## src/rtl/mecobo_pkg.sv

```systemverilog
// Shared definitions for the EBI command path: command word layout,
// opcode constants and the dispatcher state encoding.
package mecobo_pkg;

  localparam int CMD_W       = 80;

  localparam int CMD_ADDR_HI = 79;
  localparam int CMD_ADDR_LO = 72;
  localparam int CMD_OP_HI   = 71;
  localparam int CMD_OP_LO   = 64;
  localparam int CMD_TIME_HI = 63;
  localparam int CMD_TIME_LO = 32;
  localparam int CMD_DATA_HI = 31;
  localparam int CMD_DATA_LO = 0;

  localparam logic [7:0] OP_NOP = 8'h00;

  typedef enum logic [1:0] {
    ST_IDLE     = 2'd0,
    ST_LOAD     = 2'd1,
    ST_WAIT     = 2'd2,
    ST_DISPATCH = 2'd3
  } dispatch_state_t;

endpackage

```

## src/rtl/sched_time_cmp.sv

```systemverilog
// Wrap-aware start-time comparator. A start time of zero means "run now"
// and is never reported as late.
module sched_time_cmp (
  input  logic [31:0] global_clock_i,
  input  logic [31:0] start_time_i,
  output logic        due_o,
  output logic        late_o
);

  logic [31:0] diff;
  logic        immediate;

  // Sign of (now - start) decides past/future across the 32-bit wrap.
  always_comb begin
    diff      = global_clock_i - start_time_i;
    immediate = (start_time_i == 32'd0);
    due_o     = immediate || !diff[31];
    late_o    = !immediate && !diff[31] && (diff != 32'd0);
  end

endmodule

```

## src/rtl/cmd_dispatcher.sv

```systemverilog
// Pops timed commands from the EBI command FIFO, holds each until its
// start time, then issues it as a one-cycle strobe to the pin controllers.
module cmd_dispatcher
  import mecobo_pkg::*;
#(
  parameter int LATE_W = 16
) (
  input  logic              clk,
  input  logic              rst,
  input  logic [CMD_W-1:0]  cmd_fifo_data_out,
  output logic              cmd_fifo_rd_en,
  input  logic              cmd_fifo_empty,
  input  logic [31:0]       global_clock,
  input  logic              flush,
  output logic [7:0]        out_addr,
  output logic [7:0]        out_cmd,
  output logic [31:0]       out_data,
  output logic              out_wr,
  input  logic              out_busy,
  output logic              pending,
  output logic [LATE_W-1:0] late_count
);

  dispatch_state_t    state_q;
  logic [7:0]         addr_q;
  logic [7:0]         op_q;
  logic [31:0]        time_q;
  logic [31:0]        data_q;
  logic               first_wait_q;
  logic [LATE_W-1:0]  late_q;

  logic               due;
  logic               late;

  sched_time_cmp u_time_cmp (
    .global_clock_i (global_clock),
    .start_time_i   (time_q),
    .due_o          (due),
    .late_o         (late)
  );

  // Pop and strobe are combinational so the FIFO read and the target write
  // land in the same cycle the FSM decides them; flush and reset veto both.
  always_comb begin
    cmd_fifo_rd_en = (state_q == ST_IDLE) && !cmd_fifo_empty && !flush && !rst;
    out_wr         = (state_q == ST_DISPATCH) && !out_busy && !flush && !rst;
  end

  // Dispatcher FSM together with the held command fields and late counter.
  always_ff @(posedge clk) begin
    if (rst) begin
      state_q      <= ST_IDLE;
      addr_q       <= '0;
      op_q         <= '0;
      time_q       <= '0;
      data_q       <= '0;
      first_wait_q <= 1'b0;
      late_q       <= '0;
    end else begin
      case (state_q)
        ST_IDLE: begin
          if (!cmd_fifo_empty && !flush) begin
            state_q <= ST_LOAD;
          end
        end
        ST_LOAD: begin
          if (flush) begin
            state_q <= ST_IDLE;
          end else begin
            addr_q       <= cmd_fifo_data_out[CMD_ADDR_HI:CMD_ADDR_LO];
            op_q         <= cmd_fifo_data_out[CMD_OP_HI:CMD_OP_LO];
            time_q       <= cmd_fifo_data_out[CMD_TIME_HI:CMD_TIME_LO];
            data_q       <= cmd_fifo_data_out[CMD_DATA_HI:CMD_DATA_LO];
            first_wait_q <= 1'b1;
            if (cmd_fifo_data_out[CMD_OP_HI:CMD_OP_LO] == OP_NOP) begin
              state_q <= ST_IDLE;
            end else begin
              state_q <= ST_WAIT;
            end
          end
        end
        ST_WAIT: begin
          first_wait_q <= 1'b0;
          // Lateness is judged only on arrival in WAIT, and saturates.
          if (first_wait_q && late && (late_q != {LATE_W{1'b1}})) begin
            late_q <= late_q + 1'b1;
          end
          if (flush) begin
            state_q <= ST_IDLE;
          end else if (due) begin
            state_q <= ST_DISPATCH;
          end
        end
        ST_DISPATCH: begin
          if (flush || !out_busy) begin
            state_q <= ST_IDLE;
          end
        end
        default: state_q <= ST_IDLE;
      endcase
    end
  end

  assign out_addr   = addr_q;
  assign out_cmd    = op_q;
  assign out_data   = data_q;
  assign pending    = (state_q != ST_IDLE);
  assign late_count = late_q;

endmodule

```

## config.mk

```make
export PLATFORM = sky130hd
export DESIGN_NAME = cmd_dispatcher
export DESIGN_NICKNAME = d
export VERILOG_FILES = /design/src/rtl/mecobo_pkg.sv /design/src/rtl/sched_time_cmp.sv /design/src/rtl/cmd_dispatcher.sv
export SDC_FILE = /design/constraint.sdc
export NUM_CORES = 1
export LEC_CHECK = 0
export BUFFER_PORTS_ARGS = -buffer_cell sky130_fd_sc_hd__buf_2
export CORE_MARGIN = 1.5
export CORE_UTILIZATION = 48
export CTS_BUF_LIST = sky130_fd_sc_hd__clkbuf_8
export CTS_CLUSTER_DIAMETER = 80
export DETAILED_ROUTE_END_ITERATION = 8
export GPL_TIMING_DRIVEN = 0
export PLACE_DENSITY = 0.81
export SETUP_SLACK_MARGIN = 0.5
export SYNTH_ARGS = -nofsm -noshare
export SYNTH_HDL_FRONTEND = slang
export SYNTH_SLANG_ARGS = --single-unit
export TNS_END_PERCENT = 50
```

## constraint.sdc

```tcl
create_clock -name clk -period 3.3 [get_ports clk]
set_input_delay 0.165 -clock clk [delete_from_list [all_inputs] [get_ports clk]]
set_output_delay 0.165 -clock clk [all_outputs]
set_load 0.01 [all_outputs]
```

==> metrics.txt <==
number of antenna-violating nets in the routed design 0; global-route wire length before repair 28060 µm; met2 usage 46.87%; WP buf/inv 3; Post-synth EDFFs 0; peak supply drop 0.3187 mV; row count 40; register clock-pin slew on the reported worst setup and hold paths 90 ps; clock tree from TritonCTS done; Min-Delay Startpoint cmd_fifo_data_out[54]; Unique masters post-synth 67; CP startpoint time_q[0]$_SDFFE_PP0P_; post-synthesis cell type with the largest combined area sky130_fd_sc_hd__dfxtp_1; vias in the first global route 6030; most used flip-flop cell after synthesis sky130_fd_sc_hd__dfxtp_1; final setup TNS -6136 ps; highest attainable clock frequency 267.1 MHz; Max Cap Violations 0; area growth from synthesis to final layout 30.90%; Final HPWL DP 13510 µm; total leakage power 3.089 nW; clock root buffer sky130_fd_sc_hd__clkbuf_8; leading post-synthesis cells by instance count 196 x sky130_fd_sc_hd__nand2_1, 128 x sky130_fd_sc_hd__a21oi_1, 99 x sky130_fd_sc_hd__dfxtp_1; number of hold buffers added after cts 0; Synth Cell Area 0.005952 mm²; Overall Global Routing Usage 26.91%; critical path endpoint category flip-flop; Die X 114.4 µm; number of antenna violations at the first check in global routing 0; actual slew at the worst max-slew pin 552.0 ps; ratio of cells with drive above 1 in the final layout 29.31%; NumNets Final 1166; Critical Path Max Stage Delay 420 ps; GR met3 Demand/Resource 6.353%; critical path, cell by cell ha_4 > fa_2 > nor2b_4 > o2111ai_4 > a211o_1 > a211o_1 > buf_6 > nand4_1 > o311ai_2 > nor4_2 > nand4_1 > nor4_4 > buf_6 > buf_8 > nor4_4 > mux2_1; maximum clock insertion buffer count 2; port buffer count 183; kind of critical path reg -> reg; largest net degree at the start of global routing 15; register bit total from synthesis 99; area share of the largest cell type after synthesis 33.30%; number of clock sinks 99; starting DRC count in detailed routing 300; WL final 17550 µm; highest-delay cell along the critical path sky130_fd_sc_hd__fa_2; most used standard cell by instance count after synthesis sky130_fd_sc_hd__nand2_1; via count 6480; total power per unit cell area 325.5 mW/mm²; grt ovf 0; violations in the final reports setup timing; multi-input combinational cell area 0.003978 mm²; total number of H-tree levels 3; Post-Place Worst Slack -897.5 ps; number of buffers added by the clock tree synthesis step 9; GPL Wtd Cong 0.9253; arrival time reported for the critical path endpoint 4000 ps; normalized max-slew margin 62.95%; number of nets produced by synthesis 957; max-slew violation count 0; Post-synth ARST share 0%; gate count of the mapped netlist 807; reg-to-reg startpoint time_q[0]$_SDFFE_PP0P_; DR WL/cell 14.75 µm; register cell area after layout 0.001988 mm²; Post-Syn Area per Cell 7.375 µm²; final worst path period share 113.4%; Die Area 0.01308 mm²; filler cell count 1118; floorplan core area 0.01206 mm²; Ys Warns 0; num ports 184; final hold slack 26.63 ps; worst-case setup margin in the final layout -443.5 ps; detailed-route DRC error count 0; final worst path period need 3744 ps; worst min-delay path category in -> reg; number of iterations in the first detailed-routing pass 5; leading post-synthesis cells by cell area sky130_fd_sc_hd__dfxtp_1 33%, sky130_fd_sc_hd__nand2_1 12%, sky130_fd_sc_hd__a21oi_1 11%; effective utilization at floorplan 49.35%; status complete, but fails checks; clock latency at the later pin of the worst-skew pair 370 ps; RSZ-0062 raised after global routing true; busiest grt layer met2; Clock Skew 9.272 ps; kind of launch point of the worst setup path flip-flop; Avg Vias per Cell 5.445; sequential-to-total area share from yosys stat 33.30%; CP delay by family, top compound AO/OA/AOI/OAI gates; height of the chip 114.4 µm; largest fanout on the critical path 5; required time of the worst setup path 3550 ps; number of setup violations in the final report 16; Hold Vio Cnt, Final 0; met1 Resource Use GR 32.51%
cell type report:
cell class / instances / share of cell area, %
sequential: 99 / 25.52
clock buffer: 9 / 1.590
antenna: 2 / 0.06424
tap: 168 / 2.698
inverter: 40 / 1.927
buffer: 43 / 2.746
clock inverter: 6 / 0.6584
multi-input combinational: 625 / 51.05
timing repair buffer: 198 / 13.75
worst reg2reg max path: cells and delay by family (launching register included):
family	cells	cell delay (ps)
adder cells (fa/ha/maj)	2	580
multiplexers	1	300
buffers and inverters	3	480
AND/OR/NAND/NOR	6	950
flip-flops	1	340
AO/OA/AOI/OAI	4	980
worst paths after layout:
kind | slack, ps | depth (start not counted) | end
max | -440 | 16 | late_count[9]$_SDFFE_PP0P_
min | 30 | 3 | time_q[22]$_SDFFE_PP0P_
max reg2reg | -440 | 16 | late_count[9]$_SDFFE_PP0P_
min reg2reg | 450 | 2 | out_data[1]$_SDFFE_PP0P_
sequential cells by signal, summed over array words and instances (netlist names):
name and count:
out_cmd 8, state_q 2, out_addr 8, first_wait_q 1
late_count 16, time_q 32, out_data 32
cell families after synthesis:
group	synth area share, %
muxes	2.270
xor gates and xnor gates	2.354
DFF	33.30
adders and majority gates	7.063
buffers and inverters	5.571
AOI/OAI and AO/OA	22.91
and+or+nand+nor	26.53
placed cells by master (no fill, tap or decap), types with 13 or more instances in the layout:
cell type	netlist	layout
sky130_fd_sc_hd__dfxtp_1	99	94
sky130_fd_sc_hd__nand2_1	196	196
sky130_fd_sc_hd__o21ai_0	23	20
sky130_fd_sc_hd__a21oi_1	128	118
sky130_fd_sc_hd__nor2_1	25	25
sky130_fd_sc_hd__buf_2	4	186
sky130_fd_sc_hd__inv_1	40	43
sky130_fd_sc_hd__nand4_1	13	13
sky130_fd_sc_hd__clkbuf_1	30	23
sky130_fd_sc_hd__ha_1	32	24
sky130_fd_sc_hd__nand3_1	17	16
timing repair:
| item | CTS | global route |
|---|---|---|
| setup endpoints to repair | 17 | 17 |
| buffers inserted | 12 | 2 |
| pin swaps | 25 | 6 |
| cloned | 1 | 0 |
| resized for setup | 56 | 21 |
power breakdown:
part | internal, mW | switching, mW
clock network | 0.336 | 0.396
registers | 1.22 | 0.0146
logic | 0.247 | 0.326
total | 1.80 | 0.737
routing by layer:
| layer | vias to the layer above | wire (µm) |
|---|---|---|
| met5 | - | 0 |
| met4 | 0 | 392 |
| met3 | 30 | 1254 |
| met2 | 229 | 8707 |
| met1 | 2955 | 7200 |
| li1 | 3266 | - |
metrics by stage:
stage	cell area (µm²)	utilization, %	total power [mW]	instances
final	7791	64.60	2.536	1190
after global routing	7786	64.55	2.666	1188
after CTS	7697	63.82	2.529	1186
after detailed placement	7158	59.35	1.763	1158
after global placement	7158	59.35	1.759	1158
after floorplan	6032	-	1.587	807
No activity file was read; power rests on OpenSTA's default activity.
